<file path="config.mk">
export PLATFORM = sky130hd
export DESIGN_NAME = algorithm_range
export DESIGN_NICKNAME = d
export VERILOG_FILES = /design/src/rtl/algorithm_range_pkg.sv /design/src/rtl/algorithm_range.sv
export SDC_FILE = /design/constraint.sdc
export NUM_CORES = 1
export LEC_CHECK = 0
export CAP_MARGIN = 20
export CORE_MARGIN = 10
export CORE_UTILIZATION = 30
export DETAILED_ROUTE_END_ITERATION = 10
export GPL_TIMING_DRIVEN = 1
export PLACE_DENSITY_LB_ADDON = 0.05
export SETUP_SLACK_MARGIN = 0.15
export SLEW_MARGIN = 20
export SYNTH_ARGS = -nofsm -noshare
export SYNTH_HDL_FRONTEND = slang
export SYNTH_SLANG_ARGS = --single-unit
</file>
<file path="constraint.sdc">
create_clock -name clk -period 2 [get_ports clk]
set_input_delay 0.4 -clock clk [delete_from_list [all_inputs] [get_ports clk]]
set_output_delay 0.4 -clock clk [all_outputs]
set_load 0.02 [all_outputs]
</file>
<file path="src/rtl/algorithm_range_pkg.sv">
`default_nettype none
// ============================================================================
// Module   : algorithm_range_pkg
// Brief    : Shared word width, terminator and FSM encoding for the range
//            source and the summing reducer.
// Revision : 1.0
// ============================================================================
package algorithm_range_pkg;

    localparam int INT_N = 16;

    // End-of-stream marker; the reducer treats it as "list exhausted".
    localparam logic [INT_N-1:0] c_TERM = {INT_N{1'b1}};

    typedef enum logic [0:0] {
        ST_IDLE = 1'b0,
        ST_RUN  = 1'b1
    } state_t;

endpackage : algorithm_range_pkg
`default_nettype wire

</file>
<file path="src/rtl/algorithm_range.sv">
`default_nettype none
// ============================================================================
// Module   : algorithm_range
// Brief    : Demand-driven source emitting lo..hi-1 then one terminator, one
//            word per consumer request.
// Revision : 1.0
// ============================================================================
module algorithm_range
    import algorithm_range_pkg::*;
(
    input  logic             clk,
    input  logic             rst,
    input  logic             start,
    input  logic [INT_N-1:0] lo_in,
    input  logic [INT_N-1:0] hi_in,
    input  logic             elem_req,
    output logic             elem_valid,
    output logic [INT_N-1:0] elem_data,
    output logic             busy
);

    state_t           r_state;
    logic [INT_N-1:0] r_cur;
    logic [INT_N-1:0] r_hi;
    logic             r_valid;
    logic [INT_N-1:0] r_data;

    state_t           w_state_nxt;
    logic [INT_N-1:0] w_cur_nxt;
    logic [INT_N-1:0] w_hi_nxt;
    logic             w_valid_nxt;
    logic [INT_N-1:0] w_data_nxt;
    logic             w_has_elem;

    // The all-ones word can never be an element, so the count stops short of it.
    assign w_has_elem = (r_cur < r_hi) && (r_cur != c_TERM);

    always_ff @(posedge clk or posedge rst) begin
        if (rst) begin
            r_state <= ST_IDLE;
            r_cur   <= '0;
            r_hi    <= '0;
            r_valid <= 1'b0;
            r_data  <= '0;
        end else begin
            r_state <= w_state_nxt;
            r_cur   <= w_cur_nxt;
            r_hi    <= w_hi_nxt;
            r_valid <= w_valid_nxt;
            r_data  <= w_data_nxt;
        end
    end

    always_comb begin
        w_state_nxt = r_state;
        w_cur_nxt   = r_cur;
        w_hi_nxt    = r_hi;
        w_valid_nxt = 1'b0;
        w_data_nxt  = r_data;

        case (r_state)
            ST_IDLE: begin
                // A request coinciding with start is dropped.
                if (start) begin
                    w_cur_nxt   = lo_in;
                    w_hi_nxt    = hi_in;
                    w_state_nxt = ST_RUN;
                end else if (elem_req) begin
                    w_valid_nxt = 1'b1;
                    w_data_nxt  = c_TERM;
                end
            end
            ST_RUN: begin
                if (elem_req) begin
                    w_valid_nxt = 1'b1;
                    if (w_has_elem) begin
                        w_data_nxt = r_cur;
                        w_cur_nxt  = r_cur + 1'b1;
                    end else begin
                        w_data_nxt  = c_TERM;
                        w_state_nxt = ST_IDLE;
                    end
                end
            end
            default: begin
                w_state_nxt = ST_IDLE;
            end
        endcase
    end

    assign elem_valid = r_valid;
    assign elem_data  = r_data;
    assign busy       = (r_state == ST_RUN);

endmodule : algorithm_range
`default_nettype wire

</file>
Word level (Yosys, flattened, before mapping)
Index checks and enable logic that the tools add are counted.

Bits in registers: 50. Word-level logic and storage cells: 34.

Add/sub/neg operators: 1. $lt $le $gt $ge: 1. Equal/unequal tests: 6. Muxes and demuxes: 16. Bitwise operators: 1. Reductions and logical operators: 4.

Operators by type and width (count): $mux 16 (7); $pmux 16 s2 (2); $add 16x1->16 const B (1); $lt 16x16->1 (1); $ne 16x16->1 const B (1); $ne 2x2->1 const B (4); $reduce_and 3->1 (2); $mux 1 (5); $pmux 1 s2 (2); $ne 2x1->1 const B (1); $reduce_and 2->1 (1); $logic_and 1x1->1 (1); $not 1->1 (1).

Logic depth before layout (Yosys ltp)
Depth in word-level cells: 5. Depth in mapped cells: 10.

Worst setup path after synthesis
Ideal clock, no wire load.

Path kind: register -> register. Start point: reg r_cur[7]. End point: reg r_cur[5]. Setup time: 131 ps. Data arrival time: 1971 ps. Required time: 1869 ps. Slack: -101 ps. Stages on the path, launching flop included: 9. Buffers on the path: 1. Period minus slack after synthesis: 2101 ps. Cell sequence: dfrtp_1 -> ha_1 -> a21oi_1 -> a311oi_1 -> a211oi_1 -> nand3_2 -> buf_4 -> o311ai_1 -> nand3_1.

Word-level cells in the longest chain between the ends: 4.

Ends and longest elaborated chain: from (decl) (RTL line algorithm_range.sv:23) `logic [INT_N-1:0] r_cur;`; from (signal assigned) (RTL line algorithm_range.sv:47) `r_cur <= w_cur_nxt;`; $lt 16x16->1 / $ne 16x16->1 (equally long branches) (RTL line algorithm_range.sv:36) `assign w_has_elem = (r_cur < r_hi) && (r_cur != c_TERM);`; $logic_and 1x1->1 (*) (RTL line algorithm_range.sv:36); $ne 2x1->1 (no source line) (*); $reduce_and 3->1 (no source line) (*).

Mark *: on every way between the ends. The rest lies on a longest branch, timed or not. A chain may end at the register's enable or synchronous reset.

Worst setup path in the final report
Start point: reg r_cur[0]. End point: reg r_data[5] (netlist: elem_data[5]).

Word-level cells in the longest chain between the ends: 5.

Ends and longest elaborated chain: $lt 16x16->1 / $ne 16x16->1 (equally long branches) (RTL line algorithm_range.sv:36); $logic_and 1x1->1 (*) (RTL line algorithm_range.sv:36); $mux 16 (*) (RTL line algorithm_range.sv:76) `if (w_has_elem) begin`; $mux 16 (*) (RTL line algorithm_range.sv:74) `if (elem_req) begin`; $pmux 16 s2 (*) (RTL line algorithm_range.sv:61) `case (r_state)`; to (signal assigned) (RTL line algorithm_range.sv:50) `r_data <= w_data_nxt;`; to (decl) (RTL line algorithm_range.sv:26) `logic [INT_N-1:0] r_data;`.

Mark *: on every way between the ends. The rest lies on a longest branch, timed or not. The select of a mux whose other input is x is not followed.

==> run metrics <==
remaining global-route overflow=0; Worst Tran Pin Value=~0.33 ns; Async SR Flop Fraction=between 90% and 100%; CP Data Arrival Time=2.38 ns; WHS=around 0.45 ns; area share of xor/xnor cells in the synthesized design=0%; vias in the first global route=roughly 2400; Final Max Slew Viols=0; EDFF count, synth=0; First DRT Iteration DRCs=163; post-synthesis mux area share=0%; H-tree depth=2; Routed Antenna Nets=0; Startpoint Class=flip-flop; outcome=finished, violations left; Core Area=around 8300 µm²; GRT Total Usage=roughly an eighth; critical-path cell list=buf_6, nand2b_1, a2111o_1, a31oi_4, nand3_4, buf_4, buf_6, buf_6, o22a_1; Synth cell types=44; final setup fails=32; most common cell in the synthesized netlist=dfrtp_1; Syn Nets=roughly 310; Clock Latency Late Sink=0.31 ns; Core Rows=33; Max Root-Sink Buffers=2; TritonRoute pass-1 iters=4; Area Growth Syn to Fin=53.0%; via count=approximately 2300; CTS buffer count=5; clock skew=~0.0066 ns; clk root buf=clkbuf_8; final wirelength=~8.0 mm; simple-gate area share of the yosys netlist=approximately 16%; wire length per cell=~17 µm; routed vias/inst=~5; max-cap violations=0; Detail Placement HPWL=around 6 mm; Main synth FF type=dfrtp_1; synthesized area=about 2600 µm²; Critical Path End Type=flip-flop; Pleak=between 1.5 and 2 nW; CP required=between 2 and 2.5 ns; # port buffers=53; failing checks=negative setup slack; R2R setup slack=-0.19 ns; Tmin final=about 2.2 ns; Rel. slew slack=between 70% and 80%; clock-pin transition on the worst setup and hold timing paths=~0.10 ns; area occupied by multi-input gates=between 1000 and 1500 µm²; placed insts=~440; count of warnings emitted by yosys=0; RSZ-0062 raised after global routing=yes; CP max stage delay=approximately 0.45 ns; Sequential Area=1250 µm²; WS Path Type=flip-flop to flip-flop; largest net degree at the start of global routing=51; crit path max fanout=6; Synth Area in Compound Gates=roughly 22%; synthesized area per cell=roughly 10 µm²; top cell type's share of synthesized area=48.8%; DIE AREA=around 13000 µm²; worst reg2reg path endpoint=elem_data[5]$_DFFE_PP0P_; Die X=roughly 110 µm; worst reg2reg startpoint=r_cur[0]$_DFFE_PP0P_; Die H=approximately 110 µm; routability cong.=0.814; Ports=between 50 and 60; most area-hungry cell type in the Yosys netlist=dfrtp_1; fin cells=465; Worst Slack Setup Final=-0.186 ns; Top cell by count, worst path=buf_6; Synth Instances=260; Fill cells=~810; CTS Hold Buffers Added=0; Yosys reg bits=50; main combinational cell family by area after synthesis=compound AO/OA/AOI/OAI gates; Post-synth top cells=50 x dfrtp_1, 41 x nand2_1, 21 x inv_1, 19 x o21ai_0; nets@finish=approximately 400; power density over the cells=1650 nW/µm²; final total power=approximately 6.5 mW; diode count=0; Synth Area in Adders=about 7.8%; DRC viols=0; CTS tree=built; Final Hold Fails=0; Final period util=109%; worst vdd ir=approximately 0.75 mV; layout cells sized above 1=26.7%; Slowest-stage cell, CP=a2111o_1; antenna violations before repair=0; path category of the worst min-delay check=input port to async pin; CTS Sinks=50; sequential fraction of the synthesis area=between 40% and 50%; Synth area leaders=dfrtp_1 49%, ha_1 7.8%, nand2_1 6.0%, o22a_1 5.5%, o21ai_0 3.7%; worst r2r path cells=9; Initial Utilization=between 30% and 40%; global-route wire length before repair=~13 mm; fmax=roughly 460 MHz
## area by class of cell
cell class	instances	area share, %
Clock buffer	5	1.75
Clock inverter	3	1.02
Inverter	21	2.01
Multi-Input combinational cell	177	34.9
Sequential cell	50	31.9
Tap cell	105	3.35
Timing Repair Buffer	104	25.1
## metal layers
metal / global-route usage, % / vias up / share of wire, %
li1: - / 1157 / -
met1: 18.1 / 1103 / 50
met2: 18.6 / 50 / 44
met3: 3.30 / 4 / 5.4
met4: 2.45 / 0 / 0.52
met5: 0 / - / 0
## flip-flops by register name (all words and copies together), names as in the netlist
signal      flops
r_hi           16
r_cur          16
elem_data      16
busy            1
elem_valid      1
## what timing repair did
action,4_1_cts,5_1_grt
buffers inserted,9,3
pin swaps,20,17
gates cloned,1,0
hold endpoints to repair,0,0
endpoints found under the setup margin,33,33
gates resized for setup,27,19
## cells by family (layout without fill, tap and decap cells)
| family | Yosys count | after routing |
|---|---|---|
| buffers and inverters | 34 | 133 |
| AOI/OAI and AO/OA | 77 | 77 |
| and+or+nand+nor | 83 | 84 |
| adders and majority gates | 16 | 16 |
| DFF | 50 | 50 |
## per-stage QoR
step           setup TNS, ns  util, %  area, µm²  worst slack (ns)
2_1_floorplan              0        -       2610            0.0175
3_3_place_gp           -5.49     42.6       3520            -0.482
3_5_place_dp           -6.95     42.6       3520            -0.470
4_1_cts                -3.85     46.4       3830            -0.194
5_1_grt                -6.25     47.5       3920            -0.290
6_report               -3.46     47.5       3920            -0.186
## placed cells by master (no fill, tap or decap), types with 6 or more instances in the layout
cell type and count:
clkdlybuf4s50_1 52, dfrtp_1 50, nand2_1 39, buf_4 36, inv_1 17, o21ai_0 17
o22a_1 16, buf_6 13, ha_1 12, nand3_1 9, nand4_1 8, o211ai_1 7
a21oi_2 6, nor2_1 6
## worst max-delay path by stage
stage,start,to,slack [ns],depth (start not counted)
2_1_floorplan,r_cur[1]$_DFFE_PP0P_,r_cur[5]$_DFFE_PP0P_,0.02,6
3_3_place_gp,elem_req,r_cur[13]$_DFFE_PP0P_,-0.48,6
3_5_place_dp,r_cur[11]$_DFFE_PP0P_,r_cur[13]$_DFFE_PP0P_,-0.47,7
4_1_cts,r_cur[13]$_DFFE_PP0P_,r_cur[7]$_DFFE_PP0P_,-0.19,8
5_1_grt,r_cur[1]$_DFFE_PP0P_,r_cur[13]$_DFFE_PP0P_,-0.29,7
6_report,r_cur[0]$_DFFE_PP0P_,elem_data[5]$_DFFE_PP0P_,-0.19,9
## worst max-delay path, delay by kind of cell, from the launching register on
family,cells,cell delay (ns)
and+or+nand+nor,2,0.28
DFF,1,0.40
AOI/OAI and AO/OA,3,0.89
buffers and inverters,4,0.51
## power breakdown
| part | switching, mW | total, mW | leakage [nW] | internal, mW |
|---|---|---|---|---|
| clock network | 0.371 | 0.741 | 0.0579 | 0.370 |
| registers | 0.254 | 1.73 | 0.581 | 1.48 |
| logic | 1.98 | 3.98 | 0.994 | 2.00 |
| total | 2.61 | 6.46 | 1.63 | 3.85 |
(Power assumes the default switching activity.)
